### config.mk
export PLATFORM = sky130hd
export DESIGN_NAME = mem_access_ctrl
export DESIGN_NICKNAME = d
export VERILOG_FILES = /design/src/rtl/mem_access_ctrl.sv
export SDC_FILE = /design/constraint.sdc
export NUM_CORES = 1
export LEC_CHECK = 0
export BUFFER_PORTS_ARGS = -buffer_cell sky130_fd_sc_hd__buf_4
export CAP_MARGIN = 20
export CELL_PAD_IN_SITES_DETAIL_PLACEMENT = 0
export CELL_PAD_IN_SITES_GLOBAL_PLACEMENT = 1
export CORE_ASPECT_RATIO = 0.5
export CORE_MARGIN = 2
export CORE_UTILIZATION = 37
export DETAILED_ROUTE_END_ITERATION = 7
export GPL_ROUTABILITY_DRIVEN = 0
export PLACE_DENSITY_LB_ADDON = 0.08
export SLEW_MARGIN = 20
export SYNTH_ARGS = -nofsm -noshare
export SYNTH_HDL_FRONTEND = slang
export SYNTH_SLANG_ARGS = --single-unit
export TNS_END_PERCENT = 10
### constraint.sdc
create_clock -name clk -period 6.3 [get_ports clk]
set_clock_uncertainty 0.1 [all_clocks]
set_input_delay 1.26 -clock clk [delete_from_list [all_inputs] [get_ports clk]]
set_output_delay 1.26 -clock clk [all_outputs]
set_load 0.01 [all_outputs]
### src/rtl/mem_access_ctrl.sv
// mem_access_ctrl: MEM-stage load/store unit. It checks alignment, drives the SRAM-like data bus,
// stalls the pipeline until the access completes, then hands the raw read word and byte offset to the load extender.
module mem_access_ctrl #(
  parameter int ADDR_W = 32
) (
  input  logic              clk,
  input  logic              resetn,
  input  logic              mem_valid,
  input  logic [5:0]        mem_op,
  input  logic [ADDR_W-1:0] mem_addr,
  input  logic [31:0]       mem_wdata,
  input  logic              flush,
  input  logic              mem_hold,
  output logic              data_req,
  output logic              data_wr,
  output logic [1:0]        data_size,
  output logic [ADDR_W-1:0] data_addr,
  output logic [3:0]        data_wstrb,
  output logic [31:0]       data_wdata,
  input  logic              data_addr_ok,
  input  logic              data_data_ok,
  input  logic [31:0]       data_rdata,
  output logic [31:0]       readdata,
  output logic [1:0]        offset,
  output logic              mem_stall,
  output logic              adel,
  output logic              ades,
  output logic [ADDR_W-1:0] badvaddr
);
  localparam logic [5:0] OP_LB = 6'h20, OP_LH = 6'h21, OP_LW = 6'h23, OP_LBU = 6'h24,
                         OP_LHU = 6'h25, OP_SB = 6'h28, OP_SH = 6'h29, OP_SW = 6'h2b;
  typedef enum logic [1:0] {IDLE, REQ, WAIT, DONE} state_t;
  state_t state, state_nx;
  logic is_load, is_store, is_half, is_word, misaligned, start, complete, cancel, cancel_eff, capture;
  logic [1:0]  size;
  logic [3:0]  wstrb;
  logic [31:0] wdata;
  assign is_load    = mem_op == OP_LB || mem_op == OP_LBU || mem_op == OP_LH || mem_op == OP_LHU || mem_op == OP_LW;
  assign is_store   = mem_op == OP_SB || mem_op == OP_SH || mem_op == OP_SW;
  assign is_half    = mem_op == OP_LH || mem_op == OP_LHU || mem_op == OP_SH;
  assign is_word    = mem_op == OP_LW || mem_op == OP_SW;
  assign misaligned = (is_half & mem_addr[0]) | (is_word & |mem_addr[1:0]);
  assign adel       = mem_valid & is_load & misaligned;
  assign ades       = mem_valid & is_store & misaligned;
  assign badvaddr   = mem_addr;
  assign start      = mem_valid & (is_load | is_store) & ~misaligned & ~flush;
  assign size       = is_word ? 2'd2 : is_half ? 2'd1 : 2'd0;
  assign wstrb      = !is_store ? 4'b0000 : is_word ? 4'b1111 :
                      is_half ? (mem_addr[1] ? 4'b1100 : 4'b0011) : 4'b0001 << mem_addr[1:0];
  assign wdata      = is_word ? mem_wdata : is_half ? {2{mem_wdata[15:0]}} : {4{mem_wdata[7:0]}};
  assign data_req   = state == REQ;
  assign mem_stall  = ((state == IDLE || state == DONE) & start) | state == REQ | state == WAIT;
  assign complete   = (state == REQ & data_addr_ok & data_data_ok) | (state == WAIT & data_data_ok);
  // a flush landing on the completing cycle still discards that access
  assign cancel_eff = cancel | flush;
  assign capture    = (state == IDLE || state == DONE) && state_nx == REQ;
  always_comb begin
    state_nx = state;
    case (state)
      IDLE: state_nx = start ? REQ : IDLE;
      REQ:  state_nx = complete ? (cancel_eff ? IDLE : DONE) : data_addr_ok ? WAIT : REQ;
      WAIT: state_nx = complete ? (cancel_eff ? IDLE : DONE) : WAIT;
      DONE: state_nx = mem_hold ? DONE : start ? REQ : IDLE;
    endcase
  end
  always_ff @(posedge clk or negedge resetn) begin
    if (!resetn) begin
      state      <= IDLE;
      cancel     <= 1'b0;
      data_wr    <= 1'b0;
      data_size  <= 2'd0;
      data_addr  <= '0;
      data_wstrb <= 4'd0;
      data_wdata <= 32'd0;
      readdata   <= 32'd0;
      offset     <= 2'd0;
    end else begin
      state  <= state_nx;
      cancel <= complete ? 1'b0 : ((state == REQ || state == WAIT) && flush) ? 1'b1 : cancel;
      if (capture) begin
        data_wr    <= is_store;
        data_size  <= size;
        data_addr  <= mem_addr;
        data_wstrb <= wstrb;
        data_wdata <= wdata;
      end
      if (complete && !data_wr && !cancel_eff) begin
        readdata <= data_rdata;
        offset   <= data_addr[1:0];
      end
    end
  end
endmodule

# After elaboration in Yosys (flattened, before gate mapping)
# Index checks and enable logic that the tools add are counted.
[word_totals] register_bits=108 latch_bits=0 ram_bits=0 romBits=0 inputBits=109 output_inout_bits=141 elab_cells=80 mem_count=0
[classes] n_addsub=0 multipliers=0 n_div=0 order_cmp=0 n_eq_ne=12 n_shift=1 n_mux=17 bitwise=21 reduce_logical=20
[op_table] op="32-bit 2-to-1 mux" count=2
[op_table] op="6-bit equality test (second input constant)" count=8
[op_table] op="4-bit 2-to-1 mux" count=4
[op_table] op="1-bit AND" count=13
[op_table] op="2-bit 2-to-1 mux" count=6
[op_table] op="1-bit logical OR" count=11
[op_table] op="2-bit case mux with 4 select lines" count=1
[op_table] op="1-bit bitwise OR" count=6
[op_table] op="2-bit by 1-bit equality test with 1-bit output (second input constant)" count=2
[op_table] op="2-bit equality test (second input constant)" count=2
[op_table] op="1-bit logical AND" count=4
[op_table] op="1-bit 2-to-1 mux" count=4
[op_table] op="1-bit by 2-bit << shifter with 4-bit output (first input constant)" count=1
[op_table] op="1-bit logical NOT" count=2
[op_table] op="2-bit logical NOT" count=1
[op_table] op="1-bit inverter" count=2
[op_table] op="2-bit nonzero test" count=1
[op_table] op="2-bit OR reduction" count=1

# Logic depth before layout (Yosys ltp)
[depth] depth_word=14 depth_mapped=8 ltp_nobuf=7

# Worst setup path after synthesis
# OpenSTA, ideal clock, no wires.
[synth_timing] path_kind="input port to output port" from="in mem_op[5]" to="out adel" arrival_ps=2656 required_time_ps=4940 path_slack_ps=2284 path_stages=6 n_path_buf=2 cell_sequence="nor2b_1 > clkbuf_1 > nand3_2 > clkbuf_1 > or2_2 > nor3b_1"
[synth_via] elab_chain_cells=7 elab_cells_between_ends=19 classes_between="eq/ne: 7; bitwise: 5; reduce/logical: 7"
[synth_lines] element="from (decl)" line="9" source="input logic [5:0] mem_op,"
[synth_lines] element="6-bit equality test" line="38" source="assign is_load = mem_op == OP_LB || mem_op == OP_LBU || mem_op == OP_LH || mem_op == OP_LHU || mem_op == OP_LW ..."
[synth_lines] element="1-bit logical OR (4 in a row)" line="38"
[synth_lines] element="1-bit AND" line="43" source="assign adel = mem_valid & is_load & misaligned;"
[synth_lines] element="1-bit AND *" line="43"
[synth_lines] element="to (decl)" line="26" source="output logic adel,"
# Mark *: on every way between the ends. The rest lies on a longest branch, timed or not.

# Worst setup path after layout
[layout_timing] from="in mem_op[4]" to="out mem_stall"
[layout_via] elab_chain_cells=12 elab_cells_between_ends=28 classes_between="eq/ne: 8; bitwise: 11; reduce/logical: 9"
[layout_lines] element="6-bit equality test" line="38"
[layout_lines] element="1-bit logical OR (4 in a row)" line="38"
[layout_lines] element="1-bit bitwise OR" line="46" source="assign start = mem_valid & (is_load | is_store) & ~misaligned & ~flush;"
[layout_lines] element="1-bit AND" line="46"
[layout_lines] element="1-bit AND * (2 in a row)" line="46"
[layout_lines] element="1-bit AND *" line="52" source="assign mem_stall = ((state == IDLE || state == DONE) & start) | state == REQ | state == WAIT;"
[layout_lines] element="1-bit bitwise OR * (2 in a row)" line="52"
[layout_lines] element="to (decl)" line="25" source="output logic mem_stall,"
# Marks and branches as above.

==> impl_metrics.json <==
{
  "status": "completed",
  "p_leak_nw": 3.55,
  "timing.rr.end": "data_addr[20]",
  "postCtsSetupRepairBufs": 0,
  "die_width_um": 166,
  "antenna_left": 0,
  "met2_usage_pct": 29.5,
  "drt_first_pass_iters": 5,
  "vias": 3509,
  "syn_area_um2": 4880,
  "grt_use_total_pct": 17.5,
  "clock.fmax_ghz": 0.227,
  "drtIter0Drc": 167,
  "hold_depth": 1,
  "setup_viol": 0,
  "fill_cells": 1163,
  "slew_headroom_pct": 35.1,
  "diodes": 0,
  "min_to": "data_wdata[8]",
  "min_path_type": "flip-flop to flip-flop",
  "hold_violations": 0,
  "worstPathRequired_ns": 4.94,
  "grt_pass1_vias": 3751,
  "ys.flop_type": "dfrtp_1",
  "hold_buffers": 0,
  "final_util_pct": 54.4,
  "maxSlewViolCount": 0,
  "finalSetupTns_ns": 0,
  "post-route-period-util_pct": 69.9,
  "clockBufferDepth": 2,
  "fin_nets": 689,
  "synth_enable_flop_cells": 0,
  "grt_use_met3_pct": 6.62,
  "coreArea_um2": 12800,
  "crit_start": "mem_op[4]",
  "viasPerCell": 4.67,
  "worst_slew_pin_slew_ns": 0.973,
  "yosys_register_bits": 108,
  "end_kind": "primary output",
  "cap_violations": 0,
  "grt_pass1_wl_um": 19500,
  "dpl_cell_area_um2": 6640,
  "clk_pin_slew_ns": 0.07,
  "avgRoutedWirePerCell_um": 16.2,
  "antenna_found_initial": 0,
  "cts_buffers": 9,
  "ys_async_sr_fraction_pct": 100,
  "row_count": 29,
  "peakVddDrop_v": 0.000141,
  "met1_usage_pct": 21.5,
  "top_usage_layer": "met2",
  "num_io_pins": 250,
  "start_util_pct": 38.2,
  "min_from": "data_wdata[8]",
  "portBuffers": 249,
  "drc": 0,
  "die_area_um2": 14200,
  "r2r_setup_slack_ns": 3.36,
  "cts-htree-levels": 3,
  "worstPathArrival_ns": 3.04,
  "r2r_cells": 8,
  "ys_seq_area_share_pct": 55.3,
  "synth.avg_cell_area_um2": 13.5,
  "fin_area_um2": 6950,
  "rsz0062_at_grt": "no",
  "r2r_start": "state[1]",
  "syn_inst": 362,
  "fin_crit_ns": 4.40,
  "cts_num_sinks": 108,
  "grt_max_degree": 72,
  "cp_max_fo": 18,
  "critPathLaunchType": "input port",
  "die_h_um": 85.2,
  "drive_gt1_share_pct": 64.2,
  "clockRootBuffer": "clkbuf_16",
  "syn_nets": 475,
  "hpwl_um": 8980,
  "insertion_delay_ns": 0.35,
  "worst-setup-path-type": "input port to primary output",
  "power_density_nw_per_um2": 292,
  "routed_wl_um": 12200,
  "cts_tree": "done",
  "synth.distinct_cells": 35,
  "overflow": 0,
  "syn_to_final_growth_pct": 42.4,
  "postCtsResizedCells": 0,
  "ys_warn_count": 0
}
layout make-up:
type	count	area (um^2)	area share [%]
Clock buffer	11	253	3.64
Timing Repair Buffer	251	1880	27.1
Tap cell	170	213	3.06
Sequential cell	108	2700	38.9
Multi-Input combinational cell	191	1780	25.6
Clock inverter	5	65.1	0.936
Inverter	15	56.3	0.810
per-stage QoR:
stage	hold slack [ns]	power, mW	setup slack [ns]	cells
finish	0.390	2.03	1.90	751
detailed placement	0.381	1.46	1.90	735
global route	0.413	2.15	1.72	751
floorplan	0.408	1.13	2.28	362
CTS	0.398	2.07	1.89	751
global placement	0.371	1.45	1.94	735
sequential cells by signal, summed over array words and instances (netlist names):
signal and count:
data_wstrb 4, offset 2, data_addr 32, cancel 1
data_wdata 32, data_wr 1, readdata 32, data_size 2
state 2
cell usage after synthesis (2+ instances only):
cell | count | area [um^2]
a21boi_0 | 3 | 22.5
a21o_1 | 2 | 15.0
a21oi_1 | 2 | 10.0
a222oi_1 | 8 | 80.1
buf_4 | 32 | 240
buf_6 | 7 | 78.8
clkbuf_1 | 9 | 33.8
dfrtp_1 | 108 | 2700
ha_1 | 4 | 50.1
inv_1 | 15 | 56.3
mux2_1 | 5 | 56.3
mux2_2 | 99 | 1110
mux2i_1 | 9 | 90.1
nand2_1 | 27 | 101
nand3_1 | 2 | 10.0
nor2_1 | 5 | 18.8
nor2b_1 | 2 | 12.5
nor3_1 | 2 | 10.0
o21ai_0 | 5 | 25.0
worst max-delay path, stage by stage:
cell     delay [ns]
buf_4          0.11
nor2b_1        0.37
nand3_2        0.42
or2_2          0.46
a311o_1        0.27
buf_4          0.14
layout by cell type (no fill, tap or decap), types with 2 or more instances in the layout:
cell type  instances
nand3_1            2
o21ai_0            5
dfrtp_1          108
mux2i_1            9
inv_6              3
a21boi_0           3
mux2_2            99
a21o_1             2
nor3_1             2
clkbuf_8           2
nor2b_1            2
nor2_1             4
inv_1             15
nand2_1           27
clkbuf_16          9
a21oi_1            2
ha_1               4
mux2_1             5
a222oi_1           8
buf_4            251
routing by layer:
layer  vias up  wire length (um)
met5         -                 0
met4         0               135
met3        12              1060
met2       137              5890
met1      1692              5090
li1       1668                 -
how the worst max path moves through the flow:
| stage | endpoint | slack (ns) | cells after the start |
|---|---|---|---|
| final | mem_stall | 1.90 | 6 |
| after global routing | mem_stall | 1.72 | 6 |
| after CTS | mem_stall | 1.89 | 6 |
| after detailed placement | mem_stall | 1.90 | 6 |
| after global placement | mem_stall | 1.94 | 6 |
| after floorplan | adel | 2.28 | 6 |
cell families (layout without fill, tap and decap cells):
group,count (synthesis),count (layout),synth area share (%)
mux,113,113,25.8
flops,108,108,55.3
buf+inv,63,282,8.38
simple gates,44,44,4.13
compound gates,30,30,5.30
fa+ha+maj,4,4,1.02
power breakdown:
group | internal, mW | switching [mW] | leakage [nW]
Clock | 0.335 | 0.259 | 0.157
Sequential | 0.829 | 0.0707 | 1.38
Combinational | 0.320 | 0.221 | 2.01
Note: power is estimated with default switching activity, not from simulation.
